File: config.mk
export PLATFORM = sky130hd
export DESIGN_NAME = intarb
export DESIGN_NICKNAME = d
export VERILOG_FILES = /design/src/rtl/intarb.sv
export SDC_FILE = /design/constraint.sdc
export NUM_CORES = 1
export LEC_CHECK = 0
export CORE_MARGIN = 5
export CORE_UTILIZATION = 35
export CTS_BUF_LIST = sky130_fd_sc_hd__clkbuf_2 sky130_fd_sc_hd__clkbuf_4 sky130_fd_sc_hd__clkbuf_8
export DETAILED_ROUTE_END_ITERATION = 10
export GPL_TIMING_DRIVEN = 0
export HOLD_SLACK_MARGIN = 0.15
export SLEW_MARGIN = 20
export SYNTH_ARGS = -nofsm -noshare
export SYNTH_HDL_FRONTEND = slang
export SYNTH_SLANG_ARGS = --single-unit
File: constraint.sdc
create_clock -name CLOCK -period 3.05 [get_ports CLOCK]
set_input_delay 0.4575 -clock CLOCK [delete_from_list [all_inputs] [get_ports CLOCK]]
set_output_delay 0.4575 -clock CLOCK [all_outputs]
set_load 0.05 [all_outputs]
File: src/rtl/intarb.sv
// intarb: interrupt arbiter sharing one upstream request path among NREQ
// device request ports (1..8). One winner is chosen, its vector is offered
// upstream, and the processor grant is routed back to that winner only.
// Two ARM-readable status words: ID/version (armraddr=0) and live status
// (armraddr=1).
// Optional feature: define INTARB_RR_EN for round-robin priority; when it is
// undefined, the lowest asserted request index wins.
module intarb #(
    parameter int NREQ = 4
) (
    input  logic              CLOCK,
    input  logic              RESET,
    input  logic              init_in_h,
    input  logic              armraddr,
    output logic [31:0]       armrdata,
    input  logic [NREQ-1:0]   dev_intreq,
    input  logic [8*NREQ-1:0] dev_irvec,
    output logic [NREQ-1:0]   dev_intgnt,
    output logic [7:0]        dev_igvec,
    output logic              intreq,
    output logic [7:0]        irvec,
    input  logic              intgnt,
    input  logic [7:0]        igvec
);

    typedef enum logic [1:0] {
        IDLE  = 2'd0,
        OFFER = 2'd1,
        DRAIN = 2'd2
    } state_t;

    localparam logic [31:0] ARM_ID = 32'h4941_0001;

`ifdef INTARB_RR_EN
    localparam logic RR_FLAG = 1'b1;
`else
    localparam logic RR_FLAG = 1'b0;
`endif

    // Architectural state
    state_t      state_q, state_d;
    logic [2:0]  win_q, win_d;
    logic [7:0]  wvec_q, wvec_d;
    logic [15:0] grantcnt_q, grantcnt_d;
`ifdef INTARB_RR_EN
    logic [2:0]  last_win_q, last_win_d;
`endif

    // Next values of the registered outputs
    logic            intreq_d;
    logic [7:0]      irvec_d;
    logic [NREQ-1:0] gnt_d;
    logic [7:0]      igvec_d;
    logic [31:0]     arm_d;
    logic [31:0]     word1;

    // Request view padded to the full 8-port width
    logic [7:0]  pend;
    logic [63:0] vec_pad;

    // Arbitration result and per-cycle qualifiers
    logic [2:0] sel;
    logic       any_req;
    logic [7:0] sel_vec;
    logic       win_req;
    logic       grant_match;

    // Zero-extend request levels and vectors so indexing by a 3-bit winner
    // never reaches past the ports that exist.
    always_comb begin
        pend                = '0;
        pend[NREQ-1:0]      = dev_intreq;
        vec_pad             = '0;
        vec_pad[8*NREQ-1:0] = dev_irvec;
    end

    assign sel_vec     = vec_pad[{sel, 3'b000} +: 8];
    assign win_req     = pend[win_q];
    assign grant_match = intgnt && (igvec == wvec_q);

`ifdef INTARB_RR_EN
    // Round-robin search: start just after the last granted index and wrap.
    always_comb begin
        logic [3:0] idx;
        sel     = '0;
        any_req = 1'b0;
        idx     = '0;
        for (int k = 0; k < NREQ; k++) begin
            // last_win < NREQ and k < NREQ, so one subtraction wraps it.
            idx = {1'b0, last_win_q} + 4'd1 + 4'(k);
            if (idx >= 4'(NREQ)) begin
                idx = idx - 4'(NREQ);
            end
            if (!any_req && pend[idx[2:0]]) begin
                any_req = 1'b1;
                sel     = idx[2:0];
            end
        end
    end
`else
    // Fixed priority: scan from the top down so the lowest asserted index
    // is the last one written and therefore wins.
    always_comb begin
        sel     = '0;
        any_req = 1'b0;
        for (int i = NREQ - 1; i >= 0; i--) begin
            if (pend[i]) begin
                any_req = 1'b1;
                sel     = 3'(i);
            end
        end
    end
`endif

    // Next-state and output decode for the IDLE/OFFER/DRAIN handshake.
    // NOTE: every variable gets a default at the top of the block, so no
    // path through the case statement can leave one unassigned (no latch).
    always_comb begin
        state_d    = state_q;
        win_d      = win_q;
        wvec_d     = wvec_q;
        grantcnt_d = grantcnt_q;
        intreq_d   = intreq;
        irvec_d    = irvec;
        gnt_d      = '0;
        igvec_d    = dev_igvec;
`ifdef INTARB_RR_EN
        last_win_d = last_win_q;
`endif

        // NOTE: the synchronous RESET is folded into the next-state logic
        // rather than the register block, so the status word registered on
        // the same edge already reports the post-reset values.
        if (RESET || init_in_h) begin
            state_d  = IDLE;
            win_d    = '0;
            wvec_d   = '0;
            intreq_d = 1'b0;
            irvec_d  = '0;
            igvec_d  = '0;
`ifdef INTARB_RR_EN
            last_win_d = 3'(NREQ - 1);
`endif
            // INIT aborts arbitration but keeps the grant statistics.
            if (RESET) begin
                grantcnt_d = '0;
            end
        end else begin
            case (state_q)
                IDLE: begin
                    if (any_req) begin
                        win_d    = sel;
                        wvec_d   = sel_vec;
                        intreq_d = 1'b1;
                        irvec_d  = sel_vec;
                        state_d  = OFFER;
                    end else begin
                        intreq_d = 1'b0;
                    end
                end
                OFFER: begin
                    // A matching grant takes precedence over a withdraw
                    // seen in the same cycle.
                    if (grant_match) begin
                        for (int i = 0; i < NREQ; i++) begin
                            if (win_q == 3'(i)) begin
                                gnt_d[i] = 1'b1;
                            end
                        end
                        igvec_d    = igvec;
                        intreq_d   = 1'b0;
                        grantcnt_d = grantcnt_q + 16'd1;
                        state_d    = DRAIN;
`ifdef INTARB_RR_EN
                        last_win_d = win_q;
`endif
                    end else if (!win_req) begin
                        intreq_d = 1'b0;
                        state_d  = IDLE;
                    end
                end
                DRAIN: begin
                    // Hold off re-arbitration until the granted device lets
                    // go, so a still-asserted request is not granted twice.
                    if (!win_req) begin
                        state_d = IDLE;
                    end
                end
                default: begin
                    state_d  = IDLE;
                    intreq_d = 1'b0;
                end
            endcase
        end
    end

    // Status word built from next-state values so it tracks the registers
    // it reports. Bit 7 flags the priority mode; with NREQ=8 it takes the
    // place of device 7's pending bit.
    always_comb begin
        word1    = {grantcnt_d, 2'b00, state_d, 1'b0, win_d, pend};
        word1[7] = RR_FLAG;
        arm_d    = armraddr ? word1 : ARM_ID;
    end

    // State and output registers.
    // NOTE: non-blocking assignments keep every register sampling the
    // pre-edge values, whatever order the simulator runs the blocks in.
    always_ff @(posedge CLOCK) begin
        state_q    <= state_d;
        win_q      <= win_d;
        wvec_q     <= wvec_d;
        grantcnt_q <= grantcnt_d;
`ifdef INTARB_RR_EN
        last_win_q <= last_win_d;
`endif
        intreq     <= intreq_d;
        irvec      <= irvec_d;
        dev_intgnt <= gnt_d;
        dev_igvec  <= igvec_d;
        armrdata   <= arm_d;
    end

endmodule

# Word-level counts from Yosys, hierarchy flattened
# Cells that the tools add are included.
dict set report classes {
  add_sub_neg 1
  multipliers 0
  div 0
  magnitude_cmp 1
  eq_ne 7
  shifts 1
  muxes 30
  n_bitwise 3
  n_reduce_logical 8
}
# operator n
set ops {}
lappend ops {{$mux W16} 4}
lappend ops {{$shiftx A64 B7 Y8} 1}
lappend ops {{$mux W3} 6}
lappend ops {{$add A16 B1 Y16 const B} 1}
lappend ops {{$mux W1} 12}
lappend ops {{$mux W2} 5}
lappend ops {{$eq A8 B8 Y1} 1}
lappend ops {{$eq A3 B2 Y1 const B} 2}
lappend ops {{$pmux W2 S3} 1}
lappend ops {{$reduce_and A2 Y1} 3}
lappend ops {{$lt A3 B4 Y1 const B} 1}
lappend ops {{$bmux W1 S3} 1}
lappend ops {{$eq A3 B1 Y1 const B} 1}
lappend ops {{$logic_not A3 Y1} 1}
lappend ops {{$ne A3 B3 Y1 const B} 1}
lappend ops {{$not A1 Y1} 3}
lappend ops {{$pmux W1 S3} 1}
lappend ops {{$reduce_or A3 Y1} 1}
lappend ops {{$eq A2 B1 Y1 const B} 1}
lappend ops {{$eq A2 B2 Y1 const B} 1}
lappend ops {{$logic_not A2 Y1} 1}
lappend ops {{$logic_and A1 B1 Y1} 1}
lappend ops {{$logic_or A1 B1 Y1} 1}
dict set report word_totals {
  reg_bits 74
  latch_bits 0
  ramBits 0
  mem_bits_ro 0
  inputBits 49
  out_inout_bits 53
  elab_cells 60
  mem_count 0
}

# Longest topological paths before layout
dict set report depth {
  word_depth 7
  ltp_mapped 7
  depth_no_buf 6
}

# Worst setup path after synthesis
# No wires, ideal clock.
dict set report synth_path {
  path_kind {flip-flop to flip-flop}
  startpoint {register wvec_q[0]}
  endpoint {register armrdata[27]}
  setup_time_ns 0.079
  t_arrival_ns 2.394
  required_time_ns 2.971
  setup_slack_ns 0.577
  stages_incl_launch_ff 6
  path_buffers 0
  period_less_slack_ns 2.473
  cell_sequence {dfxtp_1 xor2_1 or4b_4 or4_4 or4_1 o211ai_1}
}
dict set report synth_between {
  elab_chain_cells 5
}
# element line_no
set synth_lines {}
lappend synth_lines {{from (decl)} 43} ;# logic [7:0] wvec_q, wvec_d;
lappend synth_lines {{from (signal assigned)} 212} ;# wvec_q <= wvec_d;
lappend synth_lines {{$eq A8 B8 Y1} 79} ;# assign grant_match = intgnt && (igvec == wvec_q);
lappend synth_lines {{$logic_and A1 B1 Y1} 79}
lappend synth_lines {{$mux W16} 164} ;# if (grant_match) begin
lappend synth_lines {{$mux W16} 149} ;# case (state_q)
lappend synth_lines {{$mux W16} 134} ;# if (RESET || init_in_h) begin
lappend synth_lines {{to (signal assigned)} 221} ;# armrdata <= arm_d;
lappend synth_lines {{to (decl)} 15} ;# output logic [31:0] armrdata,
# No other way between the ends.
# A chain may end at the register's enable or synchronous reset.

# Final worst setup path
dict set report layout_path {
  startpoint {input port igvec[4]}
  endpoint {register grantcnt_q[10]}
}
dict set report layout_between {
  elab_chain_cells 5
}
# element line_no
set layout_lines {}
lappend layout_lines {{from (decl)} 23} ;# input logic [7:0] igvec
lappend layout_lines {{$eq A8 B8 Y1} 79}
lappend layout_lines {{$logic_and A1 B1 Y1} 79}
lappend layout_lines {{$mux W16} 164}
lappend layout_lines {{$mux W16} 149}
lappend layout_lines {{$mux W16} 134}
lappend layout_lines {{via grantcnt_d[10]} 44} ;# logic [15:0] grantcnt_q, grantcnt_d;
lappend layout_lines {{to (signal assigned)} 213} ;# grantcnt_q <= grantcnt_d;
lappend layout_lines {{to (decl)} 44}
# The timed path passes the listed nets, and every way through them passes these cells.

==> run summary <==
Reg clk slew, reported paths -> 0.07 ns
Total GRT Usage -> 0.1586
WL final -> 7983 um
CP Launch Type -> input pin
R2r setup slk -> 0.63 ns
Hold_buf cts -> 0
Setup repair after global routing missed its margin -> false
Core Region -> 8134 um^2
Number of H-tree levels -> 3
Simple-gate share of the synthesized area -> 0.2441
Dpl hpwl -> 6169 um
Hold depth -> 2
Number of DRC markers in iteration 0 -> 110
Crit path DAT -> 2.92 ns
Reg2Reg Depth -> 6
Vias/cell -> 4.974
Layout area overhead -> 44.10%
Final Cycle Share -> 0.8774
Hold EP -> dev_igvec[0]
Placed Instances -> 529
Slew Viols, Final -> 0
Wire length per cell -> 14.67 um
Die height -> 101.0 um
Power per cell area -> 447.1 nW/um^2
Area share of the largest cell type after synthesis -> 0.4631
Number of diodes -> 0
Clock Sinks -> 67
Max clock buf depth -> 2
Status -> completed
Worst slew pin tran -> 0.8509 ns
Final core occ -> 0.5132
Remaining antenna violation count -> 0
Final setup viols -> 0
# IOs -> 102
Initial antenna violation count -> 0
DR DRC count -> 0
Ys async rst share -> 0
EDFF count, synth -> 0
Max Cap Viol -> 0
Seq cells post-synth -> 67
Row cnt -> 33
Leak -> 1.473 nW
Post-synthesis compound-gate area fraction -> 0.1482
Critical R2R Capture -> grantcnt_q[10]
Finished Layout Cells -> 544
Post-synthesis cell type count -> 46
TritonRoute pass-1 iters -> 4
Post-route clock skew -> 0.009234 ns
XOR/XNOR Fraction of Synth Area -> 0.03024
CTS tree -> built
HP Class -> flip-flop to flip-flop
Initial Util -> 0.3561
Adder-cell share of the synthesized area -> 0.004320
Shortest period the worst path allows -> 2.676 ns
CTS Root Cell -> clkbuf_8
Crit end category -> flip-flop
FILL cells -> 782
Ys flop type -> dfxtp_1
Nets -> 485
First-pass GRT wire length -> 12760 um
Mapped Avg Cell Area -> 8.940 um^2
Mapped cell area -> 2897 um^2
Via count -> 2706
Setup TNS -> 0 ns
WP data required -> 3.30 ns
GP Congestion -> 0.8711
Die area -> 10190 um^2
Global route total overflow -> 0
Mux cell area share after synthesis -> 0.06566
Worst setup path class -> input pin to flip-flop
Share of the yosys chip area belonging to registers -> 0.4631
Critical Path Fanout Max -> 10
Layout cells sized above 1 -> 0.1002
Largest family of logic cells by synthesized area -> simple AND/OR/NAND/NOR gates
Postcts setup bufs -> 0
Die boundary width -> 101.0 um
Count of input and output buffers -> 94
Number of global-route vias before repair -> 2655
Top area cells in the synthesized netlist -> dfxtp_1, a21oi_1, mux2_2
Ys Warns -> 0
Synthesized instance count -> 324
Largest net degree at the start of global routing -> 11
TritonCTS Buffers -> 9
Max Freq -> 373.7 MHz
Final-report hold violation count -> 0
Area leader, netlist -> dfxtp_1
Max transition margin -> 0.4284
Reg2Reg Launch Point -> wvec_q[0]
# resized after CTS -> 0
Worst-Skew Late Latency -> 0.33 ns
Hold Path Origin -> dev_igvec[0]
Worst VDD drop -> 0.1871 mV
-- kinds of logic after synthesis --
logic type | after synthesis
AND/OR/NAND/NOR | 130
AO/OA/AOI/OAI | 73
buffers and inverters | 26
XOR/XNOR | 10
flip-flops | 67
adder cells (fa/ha/maj) | 1
other | 1
multiplexers | 16
-- cell type report --
type	count	area, um^2	share of cell area
clock inverters	2	10.01	0.002398
multi-input cells	237	1453	0.3480
inverters	5	18.77	0.004496
repair buffers	94	940.9	0.2254
plain buffers	21	106.4	0.02548
flip-flops and latches	67	1341	0.3213
well taps	105	131.4	0.03147
clock buffers	13	172.7	0.04137
-- cells in the mapped netlist, types with 2 or more instances --
library cell,number
nand4b_1,4
a22oi_1,7
o21bai_1,2
o21ai_0,7
clkbuf_1,13
nand3_1,8
or4b_2,2
mux2_2,14
nand4_1,5
nand2_1,35
nand2b_1,7
nor2_1,23
nand3b_1,2
inv_1,5
and4_1,2
or4_1,5
nor4_1,4
nor3_1,6
or2_2,2
or3_1,4
a21oi_1,43
and3_1,3
nor2b_1,4
xor2_1,9
dfxtp_1,67
buf_4,7
o31ai_1,7
and2_1,5
nor3b_1,5
-- critical path, stage by stage --
cell             delay [ns]
clkdlybuf4s50_1        0.45
xor2_1                 0.20
nor4_1                 0.47
nand4_1                0.23
clkbuf_1               0.27
or4b_2                 0.67
a21oi_1                0.18
-- registers in the layout (all words and copies together), names as in the netlist --
register    cells
armrdata       25
dev_igvec       8
dev_intgnt      4
grantcnt_q     16
intreq          1
state_q         2
win_q           3
wvec_q          8
-- stage by stage --
stage	instance area, um^2	hold WS, ns	power, mW	setup slack [ns]
6_report	4174	0.4567	1.866	0.3739
5_1_grt	4174	0.4851	1.945	0.1401
4_1_cts	4174	0.4600	1.884	0.4168
3_5_place_dp	3991	0.4484	1.208	0.07130
3_3_place_gp	3991	0.4410	1.207	0.09457
2_1_floorplan	2919	0.4634	1.083	0.5773
-- power by group --
group | internal [mW] | total [mW] | switching, mW | leakage [nW]
Sequential | 0.890 | 0.901 | 0.0108 | 0.544
Clock | 0.364 | 0.678 | 0.314 | 0.0987
Combinational | 0.129 | 0.287 | 0.158 | 0.830
-- cell usage in the layout, fill, tap and decap left out, types with 2 or more instances in the layout --
cell type and instances:
and4_1 2, or4_1 5, nor2_1 23, nand3_1 8, clkbuf_1 13, or4b_2 2, a22oi_1 7, clkdlybuf4s50_1 94
nor3b_1 5, or2_2 2, nor2b_1 4, nand4b_1 4, inv_1 5, o21ai_0 7, nor3_1 6, nor4_1 4
nand2_1 35, clkbuf_8 12, a21oi_1 43, and3_1 3, clkinv_2 2, dfxtp_1 67, nand4_1 5, buf_4 7
o31ai_1 7, o21bai_1 2, xor2_1 9, mux2_2 14, or3_1 4, nand2b_1 7, nand3b_1 2, conb_1 7
and2_1 5
-- metal layers --
| layer | up-vias | GRT usage | share of wire |
|---|---|---|---|
| li1 | 1372 | - | - |
| met1 | 1223 | 0.1952 | 0.44 |
| met2 | 104 | 0.2587 | 0.47 |
| met3 | 7 | 0.05536 | 0.089 |
| met4 | 0 | 0.05215 | 0.0089 |
| met5 | - | 0 | 0 |
-- worst max-delay path by stage --
stage / start / to / slack, ns
3_3_place_gp: igvec[0] / armrdata[26] / 0.09
5_1_grt: igvec[1] / dev_igvec[3] / 0.14
4_1_cts: igvec[4] / grantcnt_q[10] / 0.42
3_5_place_dp: igvec[4] / grantcnt_q[10] / 0.07
6_report: igvec[4] / grantcnt_q[10] / 0.37
2_1_floorplan: wvec_q[0] / armrdata[27] / 0.58
(Power assumes the default switching activity.)
